## src/rtl/seq_pkg.sv

```systemverilog
// Shared types and constants for the serial pattern generator.
package seq_pkg;

    typedef enum logic [1:0] {StIdle, StShift, StGap, StDone} state_e;

    localparam logic [2:0]  DEF_PAT_101 = 3'b101;
    localparam int unsigned REP_W       = 4;
    localparam int unsigned GAP_W       = 4;

endpackage

```

## src/rtl/seq_gen_101_if.sv

```systemverilog
// Control/data bundle between a pattern-generator user (master) and the generator (slave).
interface seq_gen_101_if #(
    parameter int unsigned W = 3
);
    import seq_pkg::*;

    logic             start;
    logic             abort;
    logic             use_def;
    logic [W-1:0]     pattern;
    logic [REP_W-1:0] rep;
    logic             x;
    logic             x_valid;
    logic             busy;
    logic             done;

    modport master (
        output start, abort, use_def, pattern, rep,
        input  x, x_valid, busy, done
    );

    modport slave (
        input  start, abort, use_def, pattern, rep,
        output x, x_valid, busy, done
    );

endinterface

```

## src/rtl/seq_gen_cnt.sv

```systemverilog
// Loadable up/down counter; tc flags when the count equals the supplied terminal value.
module seq_gen_cnt #(
    parameter int unsigned Width = 4,
    parameter bit          Down  = 1'b0
) (
    input  logic             clk,
    input  logic             rst,
    input  logic             load,
    input  logic             en,
    input  logic [Width-1:0] load_val,
    input  logic [Width-1:0] term,
    output logic             tc
);

    logic [Width-1:0] cnt_q;

    // load wins over en so the owner can restart the count on the same edge it would step
    always_ff @(posedge clk or posedge rst) begin
        if (rst) begin
            cnt_q <= '0;
        end else if (load) begin
            cnt_q <= load_val;
        end else if (en) begin
            cnt_q <= Down ? cnt_q - Width'(1) : cnt_q + Width'(1);
        end
    end

    assign tc = (cnt_q == term);

endmodule

```

## src/rtl/seq_gen_101.sv

```systemverilog
// Serial pattern transmitter: shifts a W-bit pattern out MSB-first for rep+1 frames,
// with GAP idle cycles between frames. Moore FSM, all outputs registered.
module seq_gen_101 import seq_pkg::*; #(
    parameter int unsigned  W       = 3,
    parameter int unsigned  GAP     = 0,
    parameter logic [W-1:0] DEF_PAT = W'(DEF_PAT_101)
) (
    input logic          clk,
    input logic          rst,
    seq_gen_101_if.slave bus
);

    localparam int unsigned      BitW    = (W > 1) ? $clog2(W) : 1;
    localparam logic [BitW-1:0]  BitLast = BitW'(W - 1);
    localparam logic [GAP_W-1:0] GapLast = GAP_W'((GAP != 0) ? GAP - 1 : 0);

    state_e           state_q;
    logic [W-1:0]     shreg_q;
    logic [REP_W-1:0] frm_q;
    logic             x_q;
    logic             x_valid_q;
    logic             busy_q;
    logic             done_q;

    logic [W-1:0]     pat_sel;
    logic [W-1:0]     rot;
    logic             bit_tc;
    logic             gap_tc;

    assign pat_sel = bus.use_def ? DEF_PAT : bus.pattern;
    assign rot     = {shreg_q[W-2:0], shreg_q[W-1]};

    // Bit index within the current frame; held at 0 outside SHIFT and wrapped at the last bit.
    seq_gen_cnt #(
        .Width(BitW),
        .Down (1'b0)
    ) u_bit_cnt (
        .clk     (clk),
        .rst     (rst),
        .load    ((state_q != StShift) || bit_tc),
        .en      (state_q == StShift),
        .load_val('0),
        .term    (BitLast),
        .tc      (bit_tc)
    );

    seq_gen_cnt #(
        .Width(GAP_W),
        .Down (1'b0)
    ) u_gap_cnt (
        .clk     (clk),
        .rst     (rst),
        .load    (state_q != StGap),
        .en      (state_q == StGap),
        .load_val('0),
        .term    (GapLast),
        .tc      (gap_tc)
    );

    always_ff @(posedge clk or posedge rst) begin
        if (rst) begin
            state_q   <= StIdle;
            shreg_q   <= '0;
            frm_q     <= '0;
            x_q       <= 1'b0;
            x_valid_q <= 1'b0;
            busy_q    <= 1'b0;
            done_q    <= 1'b0;
        end else begin
            unique case (state_q)
                StIdle: begin
                    done_q <= 1'b0;
                    if (bus.start) begin
                        state_q   <= StShift;
                        shreg_q   <= pat_sel;
                        frm_q     <= bus.rep;
                        x_q       <= pat_sel[W-1];
                        x_valid_q <= 1'b1;
                        busy_q    <= 1'b1;
                    end
                end
                StShift: begin
                    if (bus.abort || (bit_tc && frm_q == '0)) begin
                        state_q   <= StDone;
                        x_q       <= 1'b0;
                        x_valid_q <= 1'b0;
                        busy_q    <= 1'b0;
                        done_q    <= 1'b1;
                    end else begin
                        // Rotation restores the original pattern after W steps, so no reload.
                        shreg_q <= rot;
                        x_q     <= shreg_q[W-2];
                        if (bit_tc) begin
                            frm_q <= frm_q - REP_W'(1);
                            if (GAP != 0) begin
                                state_q   <= StGap;
                                x_q       <= 1'b0;
                                x_valid_q <= 1'b0;
                            end
                        end
                    end
                end
                StGap: begin
                    if (bus.abort) begin
                        state_q <= StDone;
                        busy_q  <= 1'b0;
                        done_q  <= 1'b1;
                    end else if (gap_tc) begin
                        state_q   <= StShift;
                        x_q       <= shreg_q[W-1];
                        x_valid_q <= 1'b1;
                    end
                end
                StDone: begin
                    done_q  <= 1'b0;
                    state_q <= StIdle;
                end
                default: state_q <= StIdle;
            endcase
        end
    end

    assign bus.x       = x_q;
    assign bus.x_valid = x_valid_q;
    assign bus.busy    = busy_q;
    assign bus.done    = done_q;

endmodule

```

## src/flat_wrapper.sv

```systemverilog
// flat-port wrapper written by rule: the top's interface ports become plain ports
module seq_gen_101_flat import seq_pkg::*;
#(
    parameter int unsigned  W       = 3,
    parameter int unsigned  GAP     = 0,
    parameter logic [W-1:0] DEF_PAT = W'(DEF_PAT_101)
)
  (clk, rst, bus_start, bus_abort, bus_use_def, bus_pattern, bus_rep, bus_x, bus_x_valid, bus_busy, bus_done);
  seq_gen_101_if #(.W(W)) bus_i ();
  input logic clk;
  input logic rst;
  input wire logic [$bits(bus_i.start)-1:0] bus_start;
  input wire logic [$bits(bus_i.abort)-1:0] bus_abort;
  input wire logic [$bits(bus_i.use_def)-1:0] bus_use_def;
  input wire logic [$bits(bus_i.pattern)-1:0] bus_pattern;
  input wire logic [$bits(bus_i.rep)-1:0] bus_rep;
  output wire logic [$bits(bus_i.x)-1:0] bus_x;
  output wire logic [$bits(bus_i.x_valid)-1:0] bus_x_valid;
  output wire logic [$bits(bus_i.busy)-1:0] bus_busy;
  output wire logic [$bits(bus_i.done)-1:0] bus_done;
  assign bus_i.start = bus_start;
  assign bus_i.abort = bus_abort;
  assign bus_i.use_def = bus_use_def;
  assign bus_i.pattern = bus_pattern;
  assign bus_i.rep = bus_rep;
  assign bus_x = bus_i.x;
  assign bus_x_valid = bus_i.x_valid;
  assign bus_busy = bus_i.busy;
  assign bus_done = bus_i.done;
  seq_gen_101 #(.W(W), .GAP(GAP), .DEF_PAT(DEF_PAT)) u_core (.clk(clk), .rst(rst), .bus(bus_i));
endmodule
```

## config.mk

```make
export PLATFORM = sky130hd
export DESIGN_NAME = seq_gen_101_flat
export DESIGN_NICKNAME = d
export VERILOG_FILES = /design/src/rtl/seq_pkg.sv /design/src/rtl/seq_gen_101_if.sv /design/src/rtl/seq_gen_cnt.sv /design/src/rtl/seq_gen_101.sv /design/src/flat_wrapper.sv
export SDC_FILE = /design/constraint.sdc
export NUM_CORES = 1
export LEC_CHECK = 0
export CAP_MARGIN = 20
export CORE_ASPECT_RATIO = 0.75
export CORE_UTILIZATION = 45
export CTS_BUF_LIST = sky130_fd_sc_hd__clkbuf_16
export DETAILED_ROUTE_END_ITERATION = 8
export PLACE_DENSITY = 0.71
export SLEW_MARGIN = 20
export SYNTH_ARGS = -nofsm -noshare
export SYNTH_HDL_FRONTEND = slang
export SYNTH_SLANG_ARGS = --single-unit
```

## constraint.sdc

```tcl
create_clock -name clk -period 5.2 [get_ports clk]
set_input_delay 1.04 -clock clk [delete_from_list [all_inputs] [get_ports clk]]
set_output_delay 1.04 -clock clk [all_outputs]
set_load 0.02 [all_outputs]
```

==> flow_metrics.env <==
export IMPL_outcome="complete, no violations"
export IMPL_synth_simple_area_share_pct=19.8
export IMPL_critPathLaunchType="input port"
export IMPL_grt_total_usage_pct=19.8
export IMPL_synth_fa_ha_area_share_pct=10.7
export IMPL_area_delta_synth_final_pct=22.1
export IMPL_vias=944
export IMPL_finalHoldViolCount=0
export IMPL_synth_mux_area_share_pct=6.61
export IMPL_yosys_cell_types_count=42
export IMPL_cts_buffer_depth=2
export IMPL_grt_pass1_wl_um=3890
export IMPL_clock_latency_ns=0.25
export IMPL_setup_slack_ns=2.55
export IMPL_cts_tree="built"
export IMPL_total_leakage_power_nw=0.642
export IMPL_synth_top_area_cell="dfrtp_1"
export IMPL_synth_compound_area_share_pct=16.0
export IMPL_vias_per_cell=5.46
export IMPL_yosys_warnings=0
export IMPL_dieWidth_um=61.0
export IMPL_fp_row_count=15
export IMPL_yosysTopAreaCellShare_pct=40.5
export IMPL_p_seq_share_pct=31.1
export IMPL_synth_top_family_by_area="simple AND/OR/NAND/NOR gates"
export IMPL_drv_slew=0
export IMPL_path_clk_slew_ns=0.05
export IMPL_drtAntennaViolNets=0
export IMPL_synthTopCellsByArea="dfrtp_1 41%, ha_1 11%, inv_1 3.5%, a21oi_1 3.4%, mux2i_1 3.4%"
export IMPL_p_comb_share_pct=50.5
export IMPL_stdcell_area_um2=1430
export IMPL_nets=162
export IMPL_synth_fp_nets=145
export IMPL_critPathMaxStageDelay_ns=0.57
export IMPL_period_minus_slack_ns=2.65
export IMPL_pwr_share_clk_pct=18.4
export IMPL_num_fill_cells=213
export IMPL_root_buffer="clkbuf_16"
export IMPL_antennaDiodeCount=0
export IMPL_grt_pass1_vias=844
export IMPL_coreArea_um2=2380
export IMPL_start_util_pct=49.2
export IMPL_crit_arrival_ns=2.79
export IMPL_wl_um=2390
export IMPL_rsz0062_at_grt="false"
export IMPL_cts_made_buffers=3
export IMPL_crit_slowest_cell="or4b_1"
export IMPL_ys_ff_latch=19
export IMPL_setup_viol=0
export IMPL_grt_max_degree=20
export IMPL_cts_sinks=19
export IMPL_post_cts_resized=0
export IMPL_htreeDepth=1
export IMPL_wl_per_cell_um=13.8
export IMPL_dp_slack_ns=2.31
export IMPL_cts_hold_buffers=0
export IMPL_cellPowerDensity_nw_per_um2=593
export IMPL_p_int_uw=512
export IMPL_cp_top_family="simple AND/OR/NAND/NOR gates"
export IMPL_clock_skew_ns=0.00384
export IMPL_ios=16
export IMPL_fin_hold_ws_ns=0.426
export IMPL_synth_xor_area_share_pct=1.49
export IMPL_required_ns=5.34
export IMPL_drc=0
export IMPL_drt_iter0_drc=45
export IMPL_switching_share_pct=39.8
export IMPL_worstPathCellList="clkdlybuf4s50_1 -> or4b_1 -> a211o_1 -> mux2_4"
export IMPL_dpl_cell_area_um2=1350
export IMPL_syn_mean_instance_area_um2=9.54
export IMPL_die_area_um2=2820
export IMPL_cp_end_kind="flop"
export IMPL_synthArstFlopShare_pct=100
export IMPL_cts_setup_buffers=0
export IMPL_max_freq_mhz=377
export IMPL_place_congestion=0.801
export IMPL_tightest_slew_ns=0.741
export IMPL_regArea_um2=475
export IMPL_fin_setup_tns_ns=0
export IMPL_power_switching_uw=338
export IMPL_port_buffers=15
export IMPL_hpwl_um=1750
export IMPL_multi_input_area_um2=641
export IMPL_slew_headroom_pct=50.6
export IMPL_synth_edff_count=0
export IMPL_synthTopCellsByCount="19 x dfrtp_1, 11 x inv_1, 10 x ha_1"
export IMPL_grt_overflow=0
export IMPL_critPathBufInv=1
export IMPL_synthFlopType="dfrtp_1"
export IMPL_drive_gt1_share_pct=2.88
export IMPL_hold_class="reg -> reg"
export IMPL_seq_area_frac_synth_pct=40.5
export IMPL_yosys_cell_count_top_type="dfrtp_1"
export IMPL_vdd_drop_max_uv=377
export IMPL_maxCapViolations=0
export IMPL_syn_inst=123
export IMPL_period_share_pct=51.0
export IMPL_syn_area_um2=1170
export IMPL_worstSetupPathType="in -> reg"
export IMPL_die_height_um=46.2
export IMPL_worstPathMaxFanout=7
export IMPL_dr_pass1_iters=4
export IMPL_antenna_found_initial=0
## worst reg2reg max path, delay by kind of cell (launching register included)
kind | cells | cell delay, ns
AO/OA/AOI/OAI | 2 | 0.45
adder cells (fa/ha/maj) | 1 | 0.54
buffers and inverters | 1 | 0.10
flip-flops | 1 | 0.43
multiplexers | 1 | 0.21
AND/OR/NAND/NOR | 1 | 0.37
## stage by stage
step | util (%) | total power, mW | std cells
after floorplan | - | 0.574 | 123
after global placement | 56.8 | 0.673 | 169
after detailed placement | 56.8 | 0.690 | 169
after CTS | 60.1 | 0.853 | 173
after global routing | 60.1 | 0.915 | 173
final | 60.1 | 0.850 | 173
## flip-flops by register name, summed over array words and instances, names as in the netlist
| register | count |
|---|---|
| u_core.u_gap_cnt.cnt_q | 4 |
| u_core.bus.done | 1 |
| u_core.shreg_q | 3 |
| u_core.state_q | 2 |
| u_core.bus.busy | 1 |
| u_core.u_bit_cnt.cnt_q | 2 |
| u_core.bus.x | 1 |
| u_core.bus.x_valid | 1 |
| u_core.frm_q | 4 |
## power groups by stage
stage                     clock network (mW)  logic, mW  registers [mW]
after floorplan                            0      0.303           0.272
after global placement                     0      0.412           0.261
after CTS                              0.159      0.430           0.264
after global routing                   0.165      0.478           0.273
final                                  0.156      0.429           0.264
after detailed placement                   0      0.424           0.266
## routing by layer
layer / global-route usage [%] / up-vias / share of wire (%)
met5: 0 / - / 0
met4: 5.45 / 0 / 0.88
met3: 5.90 / 5 / 4.6
met2: 31.0 / 25 / 46
met1: 26.8 / 443 / 49
li1: - / 471 / -
## cell type report
type / instances / area share [%]
Tap cell: 34 / 2.97
Clock buffer: 3 / 5.24
Timing Repair Buffer: 15 / 10.5
Multi-Input combinational cell: 89 / 44.7
Sequential cell: 19 / 33.2
Inverter: 12 / 3.14
Clock inverter: 1 / 0.262
## worst paths after layout
path | start | end | slack (ns) | depth (start not counted)
setup / recovery | bus_abort | u_core.bus.x | 2.55 | 4
hold / removal | u_core.u_bit_cnt.cnt_q[0] | u_core.u_bit_cnt.cnt_q[0] | 0.43 | 1
setup reg to reg | u_core.state_q[1] | u_core.frm_q[0] | 3.03 | 6
hold reg to reg | u_core.u_bit_cnt.cnt_q[0] | u_core.u_bit_cnt.cnt_q[0] | 0.43 | 1
max in group asynchronous | rst | u_core.state_q[1] | 3.52 | 2
min in group asynchronous | rst | u_core.shreg_q[2] | 1.22 | 2
## logic make-up (layout without fill, tap and decap cells)
kind of cell,count (synthesis),after routing
muxes,7,7
adders and majority gates,10,10
AOI/OAI and AO/OA,29,29
DFF,19,19
buffers and inverters,15,31
and+or+nand+nor,41,41
xor gates and xnor gates,2,2
## cells in the final DEF, fill, tap and decap left out, drive strengths merged, types with 2 or more instances in the layout
cell type and instances:
a211o 2, a21oi 8, a31oi 3, and2 3, clkbuf 3, clkdlybuf4s50 15, dfrtp 19, ha 10
inv 12, mux2 3, mux2i 4, nand2 7, nand2b 4, nand3 3, nand4 2, nor2 8
nor2b 2, nor4 2, nor4bb 2, o21ai 6, or3 2
Power figures use the tool's default switching activity.
